===== config.mk =====
export PLATFORM = sky130hd
export DESIGN_NAME = downscale_engine
export DESIGN_NICKNAME = d
export VERILOG_FILES = /design/src/rtl/downscale_engine.sv
export SDC_FILE = /design/constraint.sdc
export NUM_CORES = 1
export LEC_CHECK = 0
export CAP_MARGIN = 5
export CORE_MARGIN = 2
export CORE_UTILIZATION = 35
export DETAILED_ROUTE_END_ITERATION = 12
export DONT_BUFFER_PORTS = 1
export PLACE_DENSITY_LB_ADDON = 0.3
export SETUP_SLACK_MARGIN = 0.05
export SLEW_MARGIN = 20
export SYNTH_ARGS = -nofsm -noshare
export SYNTH_HDL_FRONTEND = slang
export SYNTH_SLANG_ARGS = --single-unit

===== constraint.sdc =====
create_clock -name clk -period 11.7 [get_ports clk]
set_clock_uncertainty 0.05 [all_clocks]
set_input_delay 2.34 -clock clk [delete_from_list [all_inputs] [get_ports clk]]
set_output_delay 2.34 -clock clk [all_outputs]
set_load 0.01 [all_outputs]

===== src/rtl/downscale_engine.sv =====
// 2x2 box-filter downscaler driving a single-port RAM (8-bit pixels, 4 per word).
// Build option: define DS_ROUND_EN for round-half-up averaging; otherwise the average truncates.

module ds_avg4 (
  input  logic [7:0] a,
  input  logic [7:0] b,
  input  logic [7:0] c,
  input  logic [7:0] d,
  output logic [7:0] avg
);
  logic [9:0] sum;
  assign sum = {2'b00, a} + {2'b00, b} + {2'b00, c} + {2'b00, d};
`ifdef DS_ROUND_EN
  logic [9:0] rnd;
  assign rnd = sum + 10'd2;
  assign avg = rnd[9:2];
`else
  assign avg = sum[9:2];
`endif
endmodule

module downscale_engine (
  input  logic        clk,
  input  logic        rst_n,
  input  logic        start,
  input  logic [15:0] src_base,
  input  logic [15:0] dst_base,
  input  logic [7:0]  img_w_words,
  input  logic [8:0]  img_h,
  output logic        busy,
  output logic        done,
  output logic        o_mem_we,
  output logic [3:0]  o_mem_byte_en,
  output logic [15:0] o_mem_addr,
  output logic [31:0] o_mem_wdata,
  input  logic [31:0] i_mem_rdata
);
  localparam int NUM_LANES = 2;

  typedef enum logic [2:0] {IDLE, RD_TOP, RD_BOT, CAP_BOT, WR, DONE} state_t;

  state_t      state, next;
  logic [7:0]  w_q, h2_q, col, row;
  logic [15:0] stride_q, top_ptr, dst_ptr, top_nxt, dst_nxt;
  logic [31:0] top_q;
  logic        last_col, last_row;

  logic [NUM_LANES-1:0][7:0] pix;

  logic        busy_d, done_d, we_d;
  logic [3:0]  be_d;
  logic [15:0] addr_d;
  logic [31:0] wdata_d;

  // Lane g averages bytes 2g,2g+1 of the top and bottom words; the bottom word is
  // consumed straight off the read bus so the result lands in the WR cycle.
  for (genvar g = 0; g < NUM_LANES; g++) begin : g_lane
    ds_avg4 u_avg (
      .a   (top_q[16*g +: 8]),
      .b   (top_q[16*g+8 +: 8]),
      .c   (i_mem_rdata[16*g +: 8]),
      .d   (i_mem_rdata[16*g+8 +: 8]),
      .avg (pix[g])
    );
  end

  assign last_col = (col == w_q - 8'd1);
  assign last_row = (row == h2_q - 8'd1);

  always_ff @(posedge clk) begin
    if (!rst_n) state <= IDLE;
    else        state <= next;
  end

  always_comb begin
    next = state;
    case (state)
      IDLE:    if (start) next = (img_w_words == 8'd0 || img_h < 9'd2) ? DONE : RD_TOP;
      RD_TOP:  next = RD_BOT;
      RD_BOT:  next = CAP_BOT;
      CAP_BOT: next = WR;
      WR:      next = (last_col && last_row) ? DONE : RD_TOP;
      DONE:    next = IDLE;
      default: next = IDLE;
    endcase
  end

  // Walk pointers instead of multiplying: the top pointer skips the bottom row
  // at the end of each row pair, the destination advances 2 bytes per column.
  always_comb begin
    top_nxt = top_ptr;
    dst_nxt = dst_ptr;
    if (state == IDLE) begin
      top_nxt = src_base & 16'hFFFC;
      dst_nxt = dst_base & 16'hFFFC;
    end else if (state == WR) begin
      top_nxt = top_ptr + (last_col ? stride_q + 16'd4 : 16'd4);
      dst_nxt = dst_ptr + 16'd2;
    end
  end

  always_comb begin
    busy_d  = (next == RD_TOP) || (next == RD_BOT) || (next == CAP_BOT) || (next == WR);
    done_d  = (next == DONE);
    we_d    = (next == WR);
    be_d    = 4'b0000;
    addr_d  = 16'h0000;
    wdata_d = 32'h0;
    case (next)
      RD_TOP:  addr_d = top_nxt;
      RD_BOT:  addr_d = o_mem_addr + stride_q;
      CAP_BOT: addr_d = o_mem_addr;
      WR: begin
        addr_d  = dst_ptr & 16'hFFFC;
        be_d    = dst_ptr[1] ? 4'b1100 : 4'b0011;
        wdata_d = {pix, pix};
      end
      default: ;
    endcase
  end

  always_ff @(posedge clk) begin
    if (!rst_n) begin
      busy          <= 1'b0;
      done          <= 1'b0;
      o_mem_we      <= 1'b0;
      o_mem_byte_en <= 4'b0;
      o_mem_addr    <= 16'h0;
      o_mem_wdata   <= 32'h0;
      w_q           <= 8'd0;
      h2_q          <= 8'd0;
      stride_q      <= 16'h0;
      top_ptr       <= 16'h0;
      dst_ptr       <= 16'h0;
      col           <= 8'd0;
      row           <= 8'd0;
      top_q         <= 32'h0;
    end else begin
      busy          <= busy_d;
      done          <= done_d;
      o_mem_we      <= we_d;
      o_mem_byte_en <= be_d;
      o_mem_addr    <= addr_d;
      o_mem_wdata   <= wdata_d;
      top_ptr       <= top_nxt;
      dst_ptr       <= dst_nxt;
      if (state == IDLE) begin
        w_q      <= img_w_words;
        h2_q     <= img_h[8:1];
        stride_q <= {6'b0, img_w_words, 2'b00};
        col      <= 8'd0;
        row      <= 8'd0;
      end else if (state == WR) begin
        col <= last_col ? 8'd0 : col + 8'd1;
        row <= row + {7'd0, last_col};
      end
      if (state == RD_BOT) top_q <= i_mem_rdata;
    end
  end
endmodule


* Yosys cells after proc, flatten, opt, wreduce, memory -nomap -nowiden *
Cells that the tools add are included.

operators by class
  add/subtract/negate cells = 14
  reductions and logical operators = 10
  multiplexer cells = 12
  $lt $le $gt $ge = 1
  bitwise operators = 1
  equality and inequality tests = 11

operators by type and width
  cell                                                                   count
  16-bit 2-to-1 mux                                                      4
  16-bit case mux with 4 select lines                                    1
  10-bit by 8-bit adder with 10-bit output                               4
  8-bit by 8-bit adder with 9-bit output                                 2
  16-bit by 10-bit adder with 16-bit output                              1
  16-bit by 11-bit adder with 16-bit output                              1
  16-bit by 2-bit adder with 16-bit output, second input constant        1
  8-bit equality test                                                    2
  8-bit by 1-bit subtractor with 8-bit output, second input constant     2
  3-bit case mux with 5 select lines                                     1
  3-bit by 2-bit equality test with 1-bit output, second input constant  4
  10-bit by 3-bit adder with 11-bit output, second input constant        1
  11-bit 2-to-1 mux                                                      1
  3-bit equality test, second input constant                             3
  9-bit by 2-bit < comparator with 1-bit output, second input constant   1
  3-bit 2-to-1 mux                                                       3
  8-bit by 1-bit adder with 8-bit output                                 1
  8-bit by 1-bit adder with 8-bit output, second input constant          1
  8-bit zero test                                                        1
  8-bit 2-to-1 mux                                                       1
  3-bit by 1-bit equality test with 1-bit output, second input constant  2
  1-bit logical OR                                                       4
  4-bit 2-to-1 mux                                                       1
  3-bit zero test                                                        1
  other kinds (5)                                                        5

storage, ports and cells
  output and inout port bits = 55
  input port bits = 84
  word-level logic and storage cells = 64
  bits in registers = 154

* Longest topological paths before layout *
  depth in word-level cells = 9
  gate-level depth with buffers = 18
  gate-level depth less buffers = 16

* Cells and area by module *
From an unflattened synthesis, not the netlist that was laid out.

unflattened totals
  cells, all modules = 1088
  area total of the unflattened synthesis = 8553.2 µm²

by module, submodules not included
  module            cells an instance  area an instance (µm²)  instances  sequential area each (µm²)
  downscale_engine  892                7001.7                  1          2702.6
  ds_avg4           98                 775.7                   2          0.0

* Least setup slack after synthesis *
No wires, ideal clock.

  path type = input to register
  start = in i_mem_rdata[1]
  end = reg o_mem_wdata[23]
  setup time = 0.071 ns
  stages on the path = 11
  arrival time = 4.480 ns
  required time = 11.579 ns
  buffers on the path = 0
  path slack = 7.099 ns
  cell sequence = inv_1 fa_1 or2_2 fa_1 nor2b_1 o21ai_0 a21boi_0 o21ai_0 a21boi_0 o21ai_0 a21oi_1

between the ends
  word-level cells in the longest chain between the ends = 2

RTL lines
  what                                                   RTL line  RTL
  from (decl)                                            36        input logic [31:0] i_mem_rdata
  10-bit by 8-bit adder with 10-bit output (2 in a row)  12        assign sum = {2'b00, a} + {2'b00, b} + {2'b00, c} + {2'b00, d};
  to (signal assigned)                                   144       o_mem_wdata <= wdata_d;
  to (decl)                                              35        output logic [31:0] o_mem_wdata,

No other way between the ends.
A chain may end at the register's enable or synchronous reset.

* Worst setup path after layout *
  start = reg w_q[0]
  end = reg o_mem_addr[14]

between the ends
  word-level cells in the longest chain between the ends = 7
  elaborated cells between the ends (all ways) = 16
  classes of those cells = add/sub (4); eq/ne (5); mux (6); reduce/logical (1)

RTL lines
  what                                                                                  RTL line  RTL
  from (decl)                                                                           43        logic [7:0] w_q, h2_q, col, row;
  from (signal assigned)                                                                148       w_q <= img_w_words;
  8-bit by 1-bit subtractor with 8-bit output                                           67        assign last_col = (col == w_q - 8'd1);
  8-bit equality test                                                                   67
  11-bit 2-to-1 mux / 1-bit logical AND (equally long branches)                         97, 82
  16-bit by 11-bit adder with 16-bit output / 3-bit 2-to-1 mux (equally long branches)  97, 82
  16-bit 2-to-1 mux / 3-bit case mux with 5 select lines (equally long branches)        96, 77
  16-bit 2-to-1 mux (tied with other cells)                                             93        if (state == IDLE) begin
  16-bit case mux with 4 select lines                                                   109       case (next)
  to (signal assigned)                                                                  143       o_mem_addr <= addr_d;
  to (decl)                                                                             34        output logic [15:0] o_mem_addr,

Parallel ways exist; a longest one is shown, timed or not.

==> results.py <==
metrics = {
    "run_status": {
        "status": "complete, no violations",
    },
    "worst_setup_path": {
        "worstReg2RegEnd": "o_mem_addr[14]",
        "path_max_fanout": 14,
        "path_class": "reg2reg",
        "r2r_cells": 16,
        "rrSetupSlack_ns": 7.07,
        "required_ns": 11.99,
        "critPathLaunch": "w_q[0]",
        "worstPathArrival_ns": 4.92,
        "end_kind": "flop",
        "start_kind": "flop",
        "reg2reg_from": "w_q[0]",
    },
    "yosys": {
        "synthArstFlopShare_pct": 0,
        "avgSynthCellArea_um2": 7.900,
        "synth_cells": 1112,
        "synth_largest_area_cell": "dfxtp_1",
        "synth_fp_nets": 1272,
        "syn-cell-area_mm2": 0.008785,
        "synthTopCellsByCount": "nand2_1 (162), dfxtp_1 (135), a21oi_1 (105)",
        "synth_edf_count": 0,
        "ys_seq_area_share_pct": 30.76,
        "yosysWarningCount": 0,
        "synth_area_leaders": "dfxtp_1 (31%), ha_1 (8.0%), nand2_1 (6.9%)",
        "ys_ff_latch": 135,
        "yosysMostFrequentCell": "nand2_1",
        "synth_top_cell_area_share_pct": 30.76,
        "synth-main-ff-cell": "dfxtp_1",
        "synth.distinct_cells": 69,
    },
    "floorplanning": {
        "num_rows": 57,
        "start_util_pct": 35.91,
        "die_area_mm2": 0.02638,
        "core_mm2": 0.02446,
        "die_height_um": 162.4,
        "die_w_um": 162.4,
        "ios": 139,
    },
    "drt": {
        "initialDrtViolationCount": 421,
        "finalWirelength_um": 22820,
        "vias": 7415,
        "route.detailed.drc": 0,
        "first_pass_iters": 5,
        "wire_per_inst_um": 16.22,
        "viasPerCell": 5.270,
        "ant_nets": 0,
    },
    "timing": {
        "setup_violations": 0,
        "fin_ws_ns": 7.073,
        "slew_headroom_pct": 35.84,
        "hold_viol_final": 0,
        "grt_setup_unrepaired": "no",
        "tightestPinTransition_ns": 0.9624,
        "max_freq_mhz": 216.1,
        "post-route-period-util_pct": 39.55,
        "slew_violations": 0,
        "setup_tns_ns": 0,
        "period_minus_slack_ns": 4.627,
        "holdWs_ns": 0.4080,
    },
    "clock_tree": {
        "cts_tree": "done",
        "clkTransAtPathRegs_ns": 0.06,
        "cts_max_path_buffers": 2,
        "clkLatencyLatePin_ns": 0.42,
        "cts-root-buf": "clkbuf_16",
        "cts_hold_buf": 0,
        "post_cts_resized": 0,
        "cts_buffers": 17,
        "cts_max_level": 4,
        "clock_sinks": 135,
        "post_cts_buffers": 0,
    },
    "global_routing": {
        "grt_pass1_wl_um": 37030,
        "antenna_found_initial": 2,
        "grt_pass1_vias": 7149,
        "track_usage_pct": 17.69,
        "grt_max_degree": 75,
        "grt_remaining_overflow": 0,
    },
    "power_and_ir_drop": {
        "p_int_uw": 954.1,
        "clockPowerShare_pct": 42.7,
        "power.total_mw": 1.368,
        "swShare_pct": 30.23,
        "p_leak_nw": 3.968,
        "power_switching_uw": 413.5,
        "combPwrFrac_pct": 18.7,
        "power_density_mw_per_mm2": 143.3,
        "seqPwrFrac_pct": 38.5,
        "ir_drop_uv": 84.34,
    },
    "place": {
        "dp.cells": 1375,
        "dp_slack_ns": 6.670,
        "port_buffers": 0,
        "dp_hpwl_um": 16570,
        "gp_congestion": 0.8569,
    },
    "cells_and_area": {
        "fill_cells": 2527,
        "syn2layout_area_growth_pct": 8.660,
        "drive_gt1_share_pct": 5.540,
        "layout.cells.non_filler": 1407,
        "diodes": 0,
        "final_net_count": 1230,
    },
    "min_path": {
        "hp-class": "reg2reg",
        "min_path_cells": 2,
        "min_to": "top_q[19]",
        "min-delay-start": "top_q[19]",
    },
    "run": {
        "drv_cap": 0,
    },
}
-- layout make-up --
type / count / area, um2 / share of cell area, %
Timing Repair Buffer: 9 / 67.56 / 0.7078
Sequential cell: 135 / 2704 / 28.33
Clock inverter: 14 / 201.4 / 2.110
Multi-Input combinational cell: 822 / 5419 / 56.77
Tap cell: 324 / 405.4 / 4.247
Inverter: 85 / 319.1 / 3.343
Clock buffer: 18 / 429.2 / 4.496
-- metal layers --
layer  up-vias  share of wire [%]  GRT usage, %
met2       152                 47         29.46
met5         -               0.10             0
met3        22                6.2         4.787
li1       3751                  -             -
met1      3486                 45         22.62
met4         4                1.4         4.747
-- through the flow --
step	util (%)	cell area, um2
after floorplan	-	8785
after global placement	36.44	8915
after detailed placement	36.44	8915
after CTS	39.02	9545
after global routing	39.02	9545
final	39.02	9545
-- cells in the final DEF, fill, tap and decap left out, types with 14 or more instances in the layout --
cell / instances
inv_1: 82
nor3_1: 28
xnor2_1: 37
fa_1: 20
and3_1: 14
nand2_1: 162
nor2b_1: 16
nand3_1: 22
ha_1: 56
a211oi_1: 16
xor2_1: 25
a21oi_1: 105
clkbuf_16: 17
a21o_1: 16
dfxtp_1: 134
o21ai_0: 52
nor2_1: 71
-- power by group through the flow --
stage | clock network, mW | registers [mW] | logic [mW]
2_1_floorplan | 0 | 0.520 | 0.215
3_3_place_gp | 0 | 0.537 | 0.252
3_5_place_dp | 0 | 0.538 | 0.256
4_1_cts | 0.599 | 0.528 | 0.258
5_1_grt | 0.618 | 0.532 | 0.295
6_report | 0.584 | 0.527 | 0.256
-- worst max path at each step --
stage,to,slack (ns),depth (start not counted)
finish,o_mem_addr[14],7.07,16
global route,o_mem_addr[14],6.76,16
CTS,o_mem_addr[14],7.07,16
detailed placement,o_mem_wdata[23],6.67,11
global placement,o_mem_wdata[23],6.77,11
floorplan,o_mem_wdata[23],7.10,11
-- critical path, stage by stage (launching register included) --
cell,delay [ns]
dfxtp_1,0.55
inv_1,0.09
ha_1,0.26
nor2b_1,0.14
or3_1,0.35
a31oi_1,0.20
o2111a_2,0.39
nand2_1,0.09
ha_1,0.24
fa_1,0.44
a211oi_1,0.42
o21ai_0,0.18
a221o_1,0.37
nand3_1,0.10
xor2_1,0.09
a2111o_1,0.42
a32oi_1,0.18
-- kinds of logic after synthesis --
group	count (synthesis)	synth area share, %
buf+inv	155	7.606
simple gates	390	20.97
compound gates	281	20.27
mux	12	1.424
fa+ha+maj	76	12.53
flops	135	30.76
xor+xnor	63	6.438
-- flip-flops by register name, indices dropped and copies added (netlist names), 2 cells and up --
register       count
col                8
dst_ptr           15
h2_q               8
o_mem_addr        16
o_mem_byte_en      2
o_mem_wdata       16
row                8
state              3
top_ptr           16
top_q             32
w_q                8
Note: power is estimated with default switching activity, not from simulation.
